===== src/rtl/multdiv_pkg.sv =====
// Shared definitions for the iterative multiply/divide unit.
package multdiv_pkg;

    localparam int DEFAULT_WIDTH = 32;

    localparam logic [31:0] INT_MIN = 32'h8000_0000;

    typedef enum logic [1:0] {
        IDLE     = 2'd0,
        MULT_RUN = 2'd1,
        DIV_RUN  = 2'd2,
        DONE     = 2'd3
    } state_t;

endpackage


===== src/rtl/multdiv_counter.sv =====
// Iteration counter: clears on start or reset, counts while enabled,
// flags when WIDTH iterations have elapsed.
module multdiv_counter
    import multdiv_pkg::*;
#(
    parameter int WIDTH = DEFAULT_WIDTH
) (
    input  logic clk,
    input  logic rst,
    input  logic clr,
    input  logic en,
    output logic done
);

    localparam int CW = $clog2(WIDTH) + 1;

    logic [CW-1:0] count;

    // Iteration count register with synchronous clear
    always_ff @(posedge clk) begin
        if (rst || clr) begin
            count <= '0;
        end else if (en) begin
            count <= count + 1'b1;
        end
    end

    assign done = (count == CW'(WIDTH));

endmodule


===== src/rtl/multdiv_unit.sv =====
// Iterative signed multiply (radix-2 Booth) / divide (restoring on
// magnitudes) unit. One iteration per cycle, WIDTH iterations, one-cycle
// ready strobe; a new start in any state restarts with fresh operands.
module multdiv_unit
    import multdiv_pkg::*;
#(
    parameter int WIDTH = DEFAULT_WIDTH
) (
    input  logic             clock,
    input  logic             reset,
    input  logic             ctrl_MULT,
    input  logic             ctrl_DIV,
    input  logic [WIDTH-1:0] data_operandA,
    input  logic [WIDTH-1:0] data_operandB,
    output logic [WIDTH-1:0] data_result,
    output logic             data_exception,
    output logic             data_resultRDY,
    output logic             busy
);

    state_t state, state_nxt;

    logic start;
    logic run;
    logic iter_done;
    logic step;
    logic finish;

    // Booth working state: {upper, multiplier, q_-1}
    logic signed [2*WIDTH:0]  prod_p0;
    logic signed [WIDTH-1:0]  mcand_p0;

    // Restoring-division working state on magnitudes
    logic [WIDTH-1:0] rem_p0;
    logic [WIDTH-1:0] quo_p0;
    logic [WIDTH-1:0] dvsr_p0;
    logic             qneg_p0;
    logic             dzero_p0;

    logic [WIDTH-1:0] mul_res;
    logic             mul_ovf;
    logic [WIDTH:0]   div_out;

    // Absolute value; the most negative value maps to itself, which is the
    // correct unsigned magnitude.
    function automatic logic [WIDTH-1:0] magnitude(input logic [WIDTH-1:0] v);
        return v[WIDTH-1] ? -v : v;
    endfunction

    // One Booth step. The add is done one bit wider than the accumulator so
    // that the shifted-in sign is the true sign even when the W-bit sum would
    // overflow (multiplicand = most negative value).
    function automatic logic [2*WIDTH:0] booth_step(input logic [2*WIDTH:0] p,
                                                   input logic [WIDTH-1:0]  m);
        logic [WIDTH:0] acc;
        logic [WIDTH:0] mext;
        logic [WIDTH:0] sum;
        acc  = {p[2*WIDTH], p[2*WIDTH:WIDTH+1]};
        mext = {m[WIDTH-1], m};
        case (p[1:0])
            2'b01:   sum = acc + mext;
            2'b10:   sum = acc - mext;
            default: sum = acc;
        endcase
        return {sum[WIDTH], sum[WIDTH-1:0], p[WIDTH:1]};
    endfunction

    // One restoring-division step: returns {remainder, quotient}.
    function automatic logic [2*WIDTH-1:0] div_step(input logic [WIDTH-1:0] r,
                                                   input logic [WIDTH-1:0] q,
                                                   input logic [WIDTH-1:0] d);
        logic [WIDTH:0] sh;
        logic           qbit;
        sh   = {r, q[WIDTH-1]};
        qbit = 1'b0;
        if (sh >= {1'b0, d}) begin
            sh   = sh - {1'b0, d};
            qbit = 1'b1;
        end
        return {sh[WIDTH-1:0], q[WIDTH-2:0], qbit};
    endfunction

    // Apply quotient sign and flag divide-by-zero / positive overflow;
    // returns {exception, quotient}.
    function automatic logic [WIDTH:0] div_fix(input logic [WIDTH-1:0] qmag,
                                              input logic             neg,
                                              input logic             dz);
        if (dz) begin
            return {1'b1, {WIDTH{1'b0}}};
        end
        if (neg) begin
            return {1'b0, -qmag};
        end
        return {qmag[WIDTH-1], qmag};
    endfunction

    assign start  = ctrl_MULT | ctrl_DIV;
    assign run    = (state == MULT_RUN) || (state == DIV_RUN);
    assign step   = run & ~iter_done;
    assign finish = run & iter_done & ~start;

    multdiv_counter #(
        .WIDTH (WIDTH)
    ) u_counter (
        .clk  (clock),
        .rst  (reset),
        .clr  (start),
        .en   (step),
        .done (iter_done)
    );

    // State register
    always_ff @(posedge clock) begin
        if (reset) begin
            state <= IDLE;
        end else begin
            state <= state_nxt;
        end
    end

    // Next-state and busy decode; a start pulse overrides any transition
    always_comb begin
        state_nxt = state;
        busy      = 1'b0;
        case (state)
            IDLE: begin
                state_nxt = IDLE;
            end
            MULT_RUN, DIV_RUN: begin
                busy = 1'b1;
                if (iter_done) begin
                    state_nxt = DONE;
                end
            end
            DONE: begin
                state_nxt = IDLE;
            end
            default: begin
                state_nxt = IDLE;
            end
        endcase
        if (ctrl_MULT) begin
            state_nxt = MULT_RUN;
        end else if (ctrl_DIV) begin
            state_nxt = DIV_RUN;
        end
    end

    // ---- stage p0: operand capture and per-cycle iteration ----
    // Load operands on start, otherwise advance the active datapath
    always_ff @(posedge clock) begin
        if (start) begin
            if (ctrl_MULT) begin
                prod_p0  <= {{WIDTH{1'b0}}, data_operandB, 1'b0};
                mcand_p0 <= data_operandA;
            end else begin
                rem_p0   <= '0;
                quo_p0   <= magnitude(data_operandA);
                dvsr_p0  <= magnitude(data_operandB);
                qneg_p0  <= data_operandA[WIDTH-1] ^ data_operandB[WIDTH-1];
                dzero_p0 <= (data_operandB == '0);
            end
        end else if (step) begin
            if (state == MULT_RUN) begin
                prod_p0 <= booth_step(prod_p0, mcand_p0);
            end else begin
                {rem_p0, quo_p0} <= div_step(rem_p0, quo_p0, dvsr_p0);
            end
        end
    end

    assign mul_res = prod_p0[WIDTH:1];
    assign mul_ovf = !((&prod_p0[2*WIDTH:WIDTH]) || !(|prod_p0[2*WIDTH:WIDTH]));
    assign div_out = div_fix(quo_p0, qneg_p0, dzero_p0);

    // ---- output stage: result captured only on completion ----
    // Result/exception hold until the next completion; ready is a one-cycle strobe
    always_ff @(posedge clock) begin
        if (reset) begin
            data_result    <= '0;
            data_exception <= 1'b0;
            data_resultRDY <= 1'b0;
        end else begin
            data_resultRDY <= finish;
            if (finish) begin
                if (state == MULT_RUN) begin
                    data_result    <= mul_res;
                    data_exception <= mul_ovf;
                end else begin
                    data_result    <= div_out[WIDTH-1:0];
                    data_exception <= div_out[WIDTH];
                end
            end
        end
    end

endmodule


===== config.mk =====
export PLATFORM = sky130hd
export DESIGN_NAME = multdiv_unit
export DESIGN_NICKNAME = d
export VERILOG_FILES = /design/src/rtl/multdiv_pkg.sv /design/src/rtl/multdiv_counter.sv /design/src/rtl/multdiv_unit.sv
export SDC_FILE = /design/constraint.sdc
export NUM_CORES = 1
export LEC_CHECK = 0
export ABC_CLOCK_PERIOD_IN_PS = 9100
export CAP_MARGIN = 20
export CORE_MARGIN = 3
export CORE_UTILIZATION = 44
export DETAILED_ROUTE_END_ITERATION = 7
export GPL_ROUTABILITY_DRIVEN = 1
export PLACE_DENSITY = 0.69
export RECOVER_POWER = 25
export SLEW_MARGIN = 25
export SYNTH_ARGS = -nofsm -noshare
export SYNTH_HDL_FRONTEND = slang
export SYNTH_SLANG_ARGS = --single-unit

===== constraint.sdc =====
create_clock -name clock -period 9.1 [get_ports clock]
set_input_delay 2.73 -clock clock [delete_from_list [all_inputs] [get_ports clock]]
set_output_delay 2.73 -clock clock [all_outputs]
set_load 0.1 [all_outputs]

# Yosys cells after proc, flatten, opt, wreduce, memory -nomap -nowiden
# Index checks and enable logic that the tools add are counted.
[totals] register_bits=237
[op_classes] n_addsub=7 n_lt_le_gt_ge=1 eq_ne=11 muxes=31 n_bitwise=8 n_reduce_logical=20
[op_table] op="2-to-1 mux 32 bit" count=11
[op_table] op="2-to-1 mux 65 bit" count=4
[op_table] op="2-to-1 mux 33 bit" count=4
[op_table] op="negation 32 bit" count=3
[op_table] op="one-hot mux 33 bit (2 select lines)" count=1
[op_table] op="adder 32 x 32 -> 33 bit" count=1
[op_table] op=">= comparator 33 x 32 -> 1 bit" count=1
[op_table] op="AND reduction 33 bit" count=1
[op_table] op="OR reduction 33 bit" count=1
[op_table] op="subtractor 32 x 32 -> 33 bit" count=1
[op_table] op="logical NOT 32 bit" count=1
[op_table] op="subtractor 32 bit" count=1
[op_table] op="2-to-1 mux 31 bit" count=1
[op_table] op="2-to-1 mux 1 bit" count=7
[op_table] op="adder 6 x 1 -> 6 bit (second input constant)" count=1
[op_table] op="== test 2 bit (second input constant)" count=3
[op_table] op="== test 6 bit (second input constant)" count=1
[op_table] op="!= test 2 bit (second input constant)" count=3
[op_table] op="AND reduction 3 bit" count=2
[op_table] op="OR reduction 2 bit" count=3
[op_table] op="== test 2 x 1 -> 1 bit (second input constant)" count=2
[op_table] op="2-to-1 mux 2 bit" count=2
[op_table] op="!= test 4 bit (second input constant)" count=1
[op_table] op="one-hot mux 2 bit (2 select lines)" count=1
[op_table] op="other kinds (12)" count=21

# Longest topological paths before layout
[logic_depth] ltp_word=5 mapped_depth=21 ltp_nobuf=20

# Hierarchy
# From an unflattened synthesis, not the netlist that was laid out.
[hier_totals] hier_cells=1650 hier_area_um2=15324.7
[modules_own_cells] module="multdiv_unit" instances=1 cells_each=1619 area_per_inst_um2=15041.9
[modules_own_cells] module="multdiv_counter" instances=1 cells_each=31 area_per_inst_um2=282.8

# Worst setup path before layout
# OpenSTA, ideal clock, no wires.
[synth_path] path_type="input to register" from="in ctrl_MULT" to="reg quo_p0[0] (enable)" setup_ns=0.486 arrival_time_ns=5.598 setup_slack_ns=3.016 cell_stages=2 path_buffers=1 cell_sequence="clkbuf_1 -> nor2_1"
[synth_between] elab_chain_cells=3
[synth_lines] element="start, declared" line="multdiv_unit.sv:11" source="input logic ctrl_MULT,"
[synth_lines] element="OR 1 bit" line="multdiv_unit.sv:97" source="assign start = ctrl_MULT | ctrl_DIV;"
[synth_lines] element="!= test 2 bit (no line) / nonzero test 2 bit (equally long branches)"
[synth_lines] element="AND reduction 3 bit (no line) (*)"
[synth_lines] element="end signal, assigned" line="multdiv_unit.sv:158" source="quo_p0 <= magnitude(data_operandA);"
[synth_lines] element="end signal, assigned" line="multdiv_unit.sv:167" source="{rem_p0, quo_p0} <= div_step(rem_p0, quo_p0, dvsr_p0);"
[synth_lines] element="end, declared" line="multdiv_unit.sv:35" source="logic [WIDTH-1:0] quo_p0;"
# Every way passes the cells marked *; elsewhere a longest branch is shown, timed or not.
# A chain may end at the register's enable or synchronous reset.

# Worst setup path in the final report
[layout_path] from="in ctrl_MULT" to="reg dvsr_p0[13] (enable)"
[layout_between] elab_chain_cells=2
[layout_lines] element="OR 1 bit / NOT 1 bit (equally long branches)"
[layout_lines] element="AND reduction 2 bit (no line) (*)"
[layout_lines] element="end signal, assigned" line="multdiv_unit.sv:159" source="dvsr_p0 <= magnitude(data_operandB);"
[layout_lines] element="end, declared" line="multdiv_unit.sv:36" source="logic [WIDTH-1:0] dvsr_p0;"
# Marks and branches as above.

==> reports/qor.yml <==
cts_tree: "yes"
hp-class: "flip-flop to flip-flop"
critPathKind: "primary input to flip-flop"
post-dp-hpwl_um: 30600
rows: 67
htreeDepth: 1
cts_root_buf: "clkbuf_16"
cp_top_family: "buffers and inverters"
critical_path.slowest_cell: "clkbuf_1"
internal-power_mw: 2.38
grt_busiest_layer: "met2"
path_max_fanout: 40
total_leakage_power_nw: 6.64
finish.utilization_pct: 52.4
reg2reg_slack_ns: 4.19
cap_violations: 5
max_freq_mhz: 149
dieArea_sq_mm: 0.0370
fp.dieW_um: 192
cp.depth: 3
grtUsageMet2_pct: 36.6
tightest_slew_ns: 2.98
grt_first_pass_wirelength_um: 65600
path_buf_inv: 2
synth_area_leaders: "edfxtp_1, xnor2_1, ha_1, dfxtp_1, nand2_1"
nNetsFinal: 1860
ir_worst_vdd_uv: 143
p_seq_share_pct: 39.7
finalMaxSlewViolations: 188
cts_hold_buffers: 0
drt-wirelength-per-cell_um: 19.2
violations: "max-capacitance violations, max-slew violations"
critPathRequiredTime_ns: 8.90
yosysSeqAreaShare_pct: 43.9
critical_path.cell_chain: "buf_2 -> clkbuf_1 -> nor2b_1"
grt.total_usage_pct: 22.2
grt_max_degree: 80
clockPowerShare_pct: 36.5
clock_path_buffers: 3
syn-num-nets: 1783
numCtsBuffers: 28
start_kind: "primary input"
period_minus_slack_ns: 6.72
start_util_pct: 45.1
yosysWarningCount: 0
hold_end: "data_result[18]"
setup_viol: 0
portBuffers: 102
hold_viol_final: 0
r2r_start: "mcand_p0[0]"
rr_endpoint: "prod_p0[62]"
comb_power_share_pct: 23.8
core_area_sq_mm: 0.0339
synth.most_common_cell: "edfxtp_1"
synthTopCellsByCount: "edfxtp_1, nand2_1, nor2_1, a21oi_1, o21ai_0"
num-fill-cells: 3119
grtUsageMet1_pct: 30.3
worstHoldPathCells: 2
viasPerCell: 5.86
clk_pin_slew_ns: 0.06
setup_slack_ns: 2.38
p_switching_mw: 1.01
cts_setup_buffers: 0
p_sw_share_pct: 29.9
hold_path_startpoint: "data_result[18]"
die_y_um: 192
first_pass_iters: 5
cts_resized: 0
p_total_mw: 3.40
ys_ff_latch: 237
slew_headroom_pct: -99.4
yosysTopAreaCell: "edfxtp_1"
dp_slack_ns: 3.28
ys.flop_type: "edfxtp_1"
gp_congestion: 0.917
drc: 0
ant_nets: 0
vias: 12800
syn_inst: 1640
synth.cell_area_sq_mm: 0.0153
synth_edf_count: 195
fin_setup_tns_ns: 0
cts.sink_count: 237
r2r_cells: 18
synth_cell_types: 66
grt_util_met3_pct: 2.71
clock_latency_ns: 0.55
syn2layout_area_growth_pct: 16.2
endpoint_kind: "flip-flop"
antenna_found_initial: 2
drive_above_1_share_pct: 5.23
drt_iter0_drc: 1129
fin_crit_sh_pct: 73.9
status: "complete, but fails checks"
grt_setup_unrepaired: "no"
ios: 103
cp.arrival_ns: 6.53
fin_worst_skew_ns: 0.0113
wirelength_um: 42000
grt_pass1_vias: 12100
synth_area_per_cell_sq_um: 9.31
power.density_mw_per_mm2: 192
yosysTopAreaCellShare_pct: 38.4
synthArstFlopShare_pct: 0
overflow: 0
max_stage_delay_ns: 1.89
through the flow:
stage,std cells,area [sq um],hold WS (ns)
6_report,2189,17700,0.475
5_1_grt,2189,17700,0.494
4_1_cts,2186,17700,0.477
3_5_place_dp,2134,16700,0.464
3_3_place_gp,2134,16700,0.468
2_1_floorplan,1640,15300,0.479
placed cells by master, fill, tap and decap left out, types with 26 or more instances in the layout:
cell	synthesis	routed
edfxtp_1	195	195
ha_1	73	73
a21oi_1	141	141
dlygate4sd3_1	0	34
inv_1	64	64
clkbuf_16	0	29
xnor2_1	116	116
a221oi_1	26	26
o31ai_1	29	29
dfxtp_1	42	42
a21o_1	35	35
nor2_1	160	158
o21ai_0	118	118
nor3_1	33	33
nand2b_1	34	33
nand2_1	190	190
clkdlybuf4s50_1	0	67
nand3_1	37	37
xor2_1	62	62
routing by layer:
layer	routed length, um	part of all wire [%]	vias to the layer above
met1	18500	44	6230
met3	2330	5.6	82
met4	1660	3.9	0
met5	0	0	-
li1	-	-	6123
met2	19500	46	394
power by group through the flow:
stage / sequential [mW] / combinational [mW] / clock [mW]
floorplan: 1.34 / 0.604 / 0
global placement: 1.37 / 0.777 / 0
detailed placement: 1.37 / 0.794 / 0
CTS: 1.35 / 0.802 / 1.26
global route: 1.35 / 0.900 / 1.30
finish: 1.35 / 0.809 / 1.24
cell type report:
class,instances,area [sq um],area share [%]
multi-input cells,1268,8080,45.6
flip-flops and latches,237,6700,37.8
repair buffers,118,1120,6.34
clock buffers,34,774,4.37
well taps,448,561,3.16
clock inverters,18,250,1.41
inverters,64,240,1.35
diodes,2,5.00,0.0282
worst register-to-register path: cells and delay by family (launching register included):
kind                     cells  cell delay [ns]
multiplexers                 1             0.13
flip-flops                   1             0.51
adder cells (fa/ha/maj)      1             0.33
AO/OA/AOI/OAI                7             1.18
XOR/XNOR                     2             0.25
AND/OR/NAND/NOR              7             2.24
state kept, by name (all words and copies together) (netlist names):
name             flops
data_result         32
quo_p0              32
dvsr_p0             32
data_resultRDY       1
mcand_p0            32
state                2
prod_p0             65
rem_p0              32
u_counter.count      6
data_exception       1
dzero_p0             1
qneg_p0              1
worst max-delay path by stage:
stage | from | end | slack [ns]
after floorplan | ctrl_MULT | quo_p0[0] | 3.02
after global placement | reset | data_result[28] | 3.41
after detailed placement | reset | data_result[30] | 3.28
after CTS | reset | data_result[28] | 3.82
after global routing | ctrl_MULT | dvsr_p0[3] | 1.85
final | ctrl_MULT | dvsr_p0[13] | 2.38
cell families after synthesis:
kind of cell | count (synthesis) | share of synthesized area, %
xor gates and xnor gates | 178 | 10.2
AOI/OAI and AO/OA | 430 | 17.7
muxes | 13 | 0.852
and+or+nand+nor | 572 | 17.8
buffers and inverters | 135 | 3.36
DFF | 237 | 43.9
adders and majority gates | 75 | 6.25
(Power assumes the default switching activity.)
